[config.mk]
export PLATFORM = sky130hd
export DESIGN_NAME = hls_run_sequencer
export DESIGN_NICKNAME = d
export VERILOG_FILES = /design/src/rtl/hls_run_sequencer.sv
export SDC_FILE = /design/constraint.sdc
export NUM_CORES = 1
export LEC_CHECK = 0
export ABC_AREA = 0
export CORE_MARGIN = 2
export CORE_UTILIZATION = 41
export DETAILED_ROUTE_END_ITERATION = 8
export GPL_TIMING_DRIVEN = 0
export HOLD_SLACK_MARGIN = 0.03
export PLACE_DENSITY_LB_ADDON = 0.08
export SYNTH_ARGS = -nofsm -noshare
export SYNTH_HDL_FRONTEND = slang
export SYNTH_SLANG_ARGS = --single-unit
[constraint.sdc]
create_clock -name clock -period 3.35 [get_ports clock]
set_input_delay 0.335 -clock clock [delete_from_list [all_inputs] [get_ports clock]]
set_output_delay 0.335 -clock clock [all_outputs]
set_load 0.02 [all_outputs]
[src/rtl/hls_run_sequencer.sv]
// hls_run_sequencer: host-side run controller for a Bambu accelerator.
// Performs single-byte slave RAM writes/reads, launches runs, measures run
// latency in cycles and aborts runs that exceed a programmable watchdog.
module hls_run_sequencer #(
    parameter int ADDR_W = 7,
    parameter int DATA_W = 8,
    parameter int MEM_TO = 16
) (
    input  logic              clock,
    input  logic              reset,
    input  logic              cmd_valid,
    output logic              cmd_ready,
    input  logic [1:0]        cmd_op,
    input  logic [ADDR_W-1:0] cmd_addr,
    input  logic [DATA_W-1:0] cmd_wdata,
    input  logic [31:0]       timeout_cycles,
    output logic              rsp_valid,
    input  logic              rsp_ready,
    output logic [1:0]        rsp_status,
    output logic [DATA_W-1:0] rsp_data,
    output logic [31:0]       rsp_cycles,
    output logic              busy,
    output logic              acc_start,
    input  logic              acc_done,
    output logic              acc_reset,
    output logic              s_oe,
    output logic              s_we,
    output logic [ADDR_W-1:0] s_addr,
    output logic [DATA_W-1:0] s_wdata,
    output logic [7:0]        s_size,
    input  logic [DATA_W-1:0] s_rdata,
    input  logic              s_rdy
);

    typedef enum logic [2:0] {IDLE, MWR, MRD, START, RUN, ABORT, RESP} state_t;

    localparam int MCW = $clog2(MEM_TO + 1);
    localparam logic [MCW-1:0] MEM_LAST = MCW'(MEM_TO - 1);

    state_t            state, state_n;
    logic [MCW-1:0]    mem_cnt, mem_cnt_n;
    logic [31:0]       cyc_cnt, cyc_cnt_n;
    logic              abort_cnt, abort_cnt_n;
    logic              rsp_valid_n, busy_n, acc_start_n, acc_reset_n;
    logic              s_oe_n, s_we_n;
    logic [1:0]        rsp_status_n;
    logic [DATA_W-1:0] rsp_data_n, s_wdata_n;
    logic [31:0]       rsp_cycles_n;
    logic [ADDR_W-1:0] s_addr_n;
    logic [7:0]        s_size_n;
    logic [31:0]       cyc_inc;

    assign cmd_ready = (state == IDLE);
    assign cyc_inc   = (cyc_cnt == 32'hFFFF_FFFF) ? cyc_cnt : cyc_cnt + 32'd1;

    // Next-state and next-output logic; every output is registered from these values.
    always_comb begin
        state_n      = state;
        mem_cnt_n    = mem_cnt;
        cyc_cnt_n    = cyc_cnt;
        abort_cnt_n  = abort_cnt;
        rsp_valid_n  = rsp_valid;
        rsp_status_n = rsp_status;
        rsp_data_n   = rsp_data;
        rsp_cycles_n = rsp_cycles;
        acc_start_n  = acc_start;
        acc_reset_n  = acc_reset;
        s_oe_n       = s_oe;
        s_we_n       = s_we;
        s_addr_n     = s_addr;
        s_wdata_n    = s_wdata;
        s_size_n     = s_size;

        case (state)
            IDLE: begin
                if (cmd_valid) begin
                    rsp_status_n = 2'd0;
                    rsp_data_n   = '0;
                    rsp_cycles_n = '0;
                    case (cmd_op)
                        2'd0: begin
                            state_n   = MWR;
                            s_we_n    = 1'b1;
                            s_addr_n  = cmd_addr;
                            s_wdata_n = cmd_wdata;
                            s_size_n  = 8'(DATA_W);
                            mem_cnt_n = '0;
                        end
                        2'd1: begin
                            state_n   = MRD;
                            s_oe_n    = 1'b1;
                            s_addr_n  = cmd_addr;
                            s_size_n  = 8'(DATA_W);
                            mem_cnt_n = '0;
                        end
                        2'd2: begin
                            state_n     = START;
                            acc_start_n = 1'b1;
                            cyc_cnt_n   = 32'd1;
                        end
                        default: begin
                            state_n      = RESP;
                            rsp_status_n = 2'd3;
                            rsp_valid_n  = 1'b1;
                        end
                    endcase
                end
            end
            MWR, MRD: begin
                if (s_rdy || mem_cnt == MEM_LAST) begin
                    state_n     = RESP;
                    rsp_valid_n = 1'b1;
                    s_oe_n      = 1'b0;
                    s_we_n      = 1'b0;
                    s_addr_n    = '0;
                    s_wdata_n   = '0;
                    s_size_n    = '0;
                    if (s_rdy) begin
                        rsp_status_n = 2'd0;
                        rsp_data_n   = (state == MRD) ? s_rdata : '0;
                    end else begin
                        rsp_status_n = 2'd2;
                        rsp_data_n   = '0;
                    end
                end else begin
                    mem_cnt_n = mem_cnt + 1'b1;
                end
            end
            START: begin
                acc_start_n = 1'b0;
                cyc_cnt_n   = cyc_inc;
                state_n     = RUN;
            end
            RUN: begin
                if (acc_done) begin
                    rsp_cycles_n = cyc_cnt;
                    rsp_status_n = 2'd0;
                    rsp_valid_n  = 1'b1;
                    state_n      = RESP;
                end else if (timeout_cycles != 32'd0 && cyc_cnt == timeout_cycles) begin
                    rsp_cycles_n = timeout_cycles;
                    acc_reset_n  = 1'b1;
                    abort_cnt_n  = 1'b0;
                    state_n      = ABORT;
                end else begin
                    cyc_cnt_n = cyc_inc;
                end
            end
            ABORT: begin
                if (abort_cnt) begin
                    acc_reset_n  = 1'b0;
                    rsp_status_n = 2'd1;
                    rsp_valid_n  = 1'b1;
                    state_n      = RESP;
                end else begin
                    abort_cnt_n = 1'b1;
                end
            end
            RESP: begin
                if (rsp_ready) begin
                    rsp_valid_n = 1'b0;
                    state_n     = IDLE;
                end
            end
            default: state_n = IDLE;
        endcase

        busy_n = (state_n != IDLE);
    end

    // State and registered outputs; synchronous reset drops everything back to idle.
    always_ff @(posedge clock) begin
        if (reset) begin
            state      <= IDLE;
            mem_cnt    <= '0;
            cyc_cnt    <= '0;
            abort_cnt  <= 1'b0;
            rsp_valid  <= 1'b0;
            rsp_status <= 2'd0;
            rsp_data   <= '0;
            rsp_cycles <= '0;
            busy       <= 1'b0;
            acc_start  <= 1'b0;
            acc_reset  <= 1'b0;
            s_oe       <= 1'b0;
            s_we       <= 1'b0;
            s_addr     <= '0;
            s_wdata    <= '0;
            s_size     <= '0;
        end else begin
            state      <= state_n;
            mem_cnt    <= mem_cnt_n;
            cyc_cnt    <= cyc_cnt_n;
            abort_cnt  <= abort_cnt_n;
            rsp_valid  <= rsp_valid_n;
            rsp_status <= rsp_status_n;
            rsp_data   <= rsp_data_n;
            rsp_cycles <= rsp_cycles_n;
            busy       <= busy_n;
            acc_start  <= acc_start_n;
            acc_reset  <= acc_reset_n;
            s_oe       <= s_oe_n;
            s_we       <= s_we_n;
            s_addr     <= s_addr_n;
            s_wdata    <= s_wdata_n;
            s_size     <= s_size_n;
        end
    end

endmodule

==> flow_summary.json <==
{
  "num_rows": 42,
  "drc": 0,
  "finalCriticalPeriod_ns": 3.064,
  "relSlewSlack": 0.2971,
  "area_growth_pct": 32.54,
  "start_util": 0.4172,
  "insertion_delay_ns": 0.35,
  "required_ns": 3.56,
  "start_kind": "primary input",
  "cts_max_path_buffers": 2,
  "synth_warnings": 0,
  "synthArstFlopShare": 0,
  "path_clk_slew_ns": 0.07,
  "crit_slowest_cell": "nor4_1",
  "fillers": 1219,
  "critPathArrivalTime_ns": 3.28,
  "grt-ovfl-total": 0,
  "cap_violations": 0,
  "fp.dieArea_sq_um": 14360,
  "ys_seq_area_frac": 0.3820,
  "setup_tns_ns": 0,
  "leakage_nw": 2.653,
  "timing_worst_slew_pin_value_ns": 1.046,
  "skew_ns": 0.006275,
  "max_freq_ghz": 0.3264,
  "drive_above_1_share": 0.07652,
  "clock_power_share": 0.340,
  "ant_nets": 0,
  "first_pass_iters": 4,
  "netlist_area_sq_um": 5503,
  "synth.area.top_cells": "dfxtp_1, mux2i_1, xor2_1, nor2_1, o31ai_1",
  "yosys-top-cells-count": "dfxtp_1, nor2_1, mux2i_1, xor2_1, o31ai_1",
  "worstRegToRegCells": 8,
  "critical_path_class": "in2reg",
  "antenna_cells": 0,
  "via_per_inst": 5.463,
  "total_power_mw": 3.143,
  "min_path_type": "reg2reg",
  "instances_no_fill": 947,
  "synth_largest_area_cell": "dfxtp_1",
  "yosysMostFrequentCell": "dfxtp_1",
  "placedCellCount": 931,
  "synthFlopType": "dfxtp_1",
  "track_usage": 0.2319,
  "cts_made_buffers": 9,
  "clock-sinks": 105,
  "swShare": 0.3075,
  "die_w_um": 119.9,
  "die_y_um": 119.9,
  "num_vias": 5173,
  "synth_cell_types": 57,
  "num_io_pins": 135,
  "combPwrFrac": 0.237,
  "tritoncts": "done",
  "design_area_sq_um": 7293,
  "rsz0062_at_grt": "false",
  "setup_viol": 0,
  "drt_iter0_markers": 323,
  "synth_edf_count": 0,
  "vdd_drop_max_uv": 242.7,
  "hold_viol": 0,
  "port_buffers": 124,
  "slew_viol_final": 0,
  "path_cells": "clkdlybuf4s50_1 -> nor4_1 -> nand4_1 -> nor2_1 -> nor3_2 -> o311ai_4 -> clkbuf_1 -> o31ai_1",
  "avgSynthCellArea_sq_um": 8.804,
  "pwr-share-seq": 0.422,
  "hold_depth": 2,
  "critPathMaxFanout": 10,
  "power.density_nw_per_um2": 431.0,
  "globalplace.congestion": 0.9504,
  "synthCells": 625,
  "finalCritPeriodShare": 0.9146,
  "slowest_delay_ns": 0.60,
  "htree_levels": 3,
  "synth_top_area_frac": 0.3820,
  "grt_max_degree": 18,
  "nets": 832,
  "wirelength_um": 16520,
  "dp_hpwl_um": 12630,
  "grt_pass1_wl_um": 26300,
  "outcome": "finished, final reports clean",
  "root_buffer": "clkbuf_16",
  "synth_seq_cells": 105,
  "ctsHoldBuffers": 0,
  "wl_per_cell_um": 17.44,
  "core_area_sq_um": 13190,
  "antenna_found_initial": 0,
  "intPower_mw": 2.177,
  "switching_power_mw": 0.9665,
  "worstSetupEndpointType": "register",
  "first_global_vias": 5078,
  "placed_area_sq_um": 6987
}
## worst paths after layout
check                     startpoint        endpoint  slack, ns
setup / recovery  timeout_cycles[24]  rsp_cycles[17]       0.29
hold / removal         rsp_status[0]   rsp_status[0]       0.46
setup reg to reg          cyc_cnt[7]  rsp_cycles[17]       0.49
hold reg to reg        rsp_status[0]   rsp_status[0]       0.46
## per-layer routing
layer,part of all wire,vias to the layer above,GRT usage
met4,0.035,0,0.1118
met5,0,-,0
met3,0.056,39,0.04515
met1,0.46,2426,0.3030
li1,-,2526,-
met2,0.45,182,0.3675
## sequential cells by signal, summed over array words and instances (netlist names)
| name | count |
|---|---|
| rsp_valid | 1 |
| acc_reset | 1 |
| mem_cnt | 5 |
| s_size | 1 |
| s_wdata | 8 |
| acc_start | 1 |
| cyc_cnt | 32 |
| s_addr | 7 |
| rsp_cycles | 32 |
| rsp_data | 8 |
| state | 3 |
| abort_cnt | 1 |
| rsp_status | 2 |
| busy | 1 |
| s_oe | 1 |
| s_we | 1 |
## worst max-delay path, delay by kind of cell
family          cells  cell delay (ns)
compound gates      2             0.71
simple gates        4             1.19
buf+inv             2             1.05
## power groups by stage
stage                     sequential (mW)  combinational [mW]  clock [mW]
after detailed placement             1.36               0.733           0
after global routing                 1.33               0.804        1.15
after CTS                            1.33               0.738        1.08
after floorplan                      1.40               0.389           0
final                                1.33               0.746        1.07
after global placement               1.35               0.728           0
## cell usage in the layout, fill, tap and decap left out, drive strengths merged, types with 3 or more instances in the layout
cell / Yosys / routed
xnor2: 22 / 22
dfxtp: 105 / 105
nor4: 20 / 20
o31ai: 33 / 33
clkdlybuf4s50: 0 / 124
or4: 3 / 3
xor2: 37 / 37
ha: 3 / 3
conb: 1 / 7
nand3b: 32 / 32
nand4: 13 / 13
nor3b: 4 / 4
mux2i: 37 / 37
nor2: 68 / 68
o21ai: 22 / 22
clkbuf: 29 / 39
and4: 8 / 8
clkinv: 0 / 3
nor3: 23 / 23
and3: 7 / 7
a21oi: 21 / 21
and2: 3 / 3
a31oi: 3 / 3
nand2: 25 / 25
a22oi: 23 / 23
inv: 9 / 10
buf: 25 / 25
or3: 5 / 5
nand3: 15 / 15
or2: 6 / 6
a21o: 3 / 3
## repair_timing
| action | 4_1_cts | 5_1_grt |
|---|---|---|
| hold endpoints to repair | 0 | 0 |
| setup endpoints to repair | 0 | 19 |
| setup buffers | 0 | 0 |
| gates resized for setup | 0 | 1 |
## kinds of logic after synthesis
logic type / synth area share
AO/OA/AOI/OAI: 0.1444
XOR/XNOR: 0.09391
adder cells (fa/ha/maj): 0.006822
buffers and inverters: 0.05570
flip-flops: 0.3820
multiplexers: 0.06730
other: 0.0006815
AND/OR/NAND/NOR: 0.2492
## layout make-up
class | instances | area, sq um | share of cell area
Buffer | 54 | 272.8 | 0.03740
Clock inverter | 6 | 67.56 | 0.009264
Sequential cell | 105 | 2102 | 0.2882
Clock buffer | 10 | 229.0 | 0.03139
Timing Repair Buffer | 124 | 1241 | 0.1702
Inverter | 9 | 33.78 | 0.004632
Multi-Input combinational cell | 463 | 3127 | 0.4287
Tap cell | 176 | 220.2 | 0.03019
## metrics by stage
| stage | setup slack (ns) | hold slack [ns] | util |
|---|---|---|---|
| global route | 0.1425 | 0.4992 | 0.5529 |
| CTS | 0.07986 | 0.4644 | 0.5522 |
| floorplan | 1.166 | 0.4604 | - |
| finish | 0.2862 | 0.4621 | 0.5529 |
| detailed placement | -0.2882 | 0.4511 | 0.5297 |
| global placement | -0.1742 | 0.4478 | 0.5297 |
No activity file was read; power rests on OpenSTA's default activity.
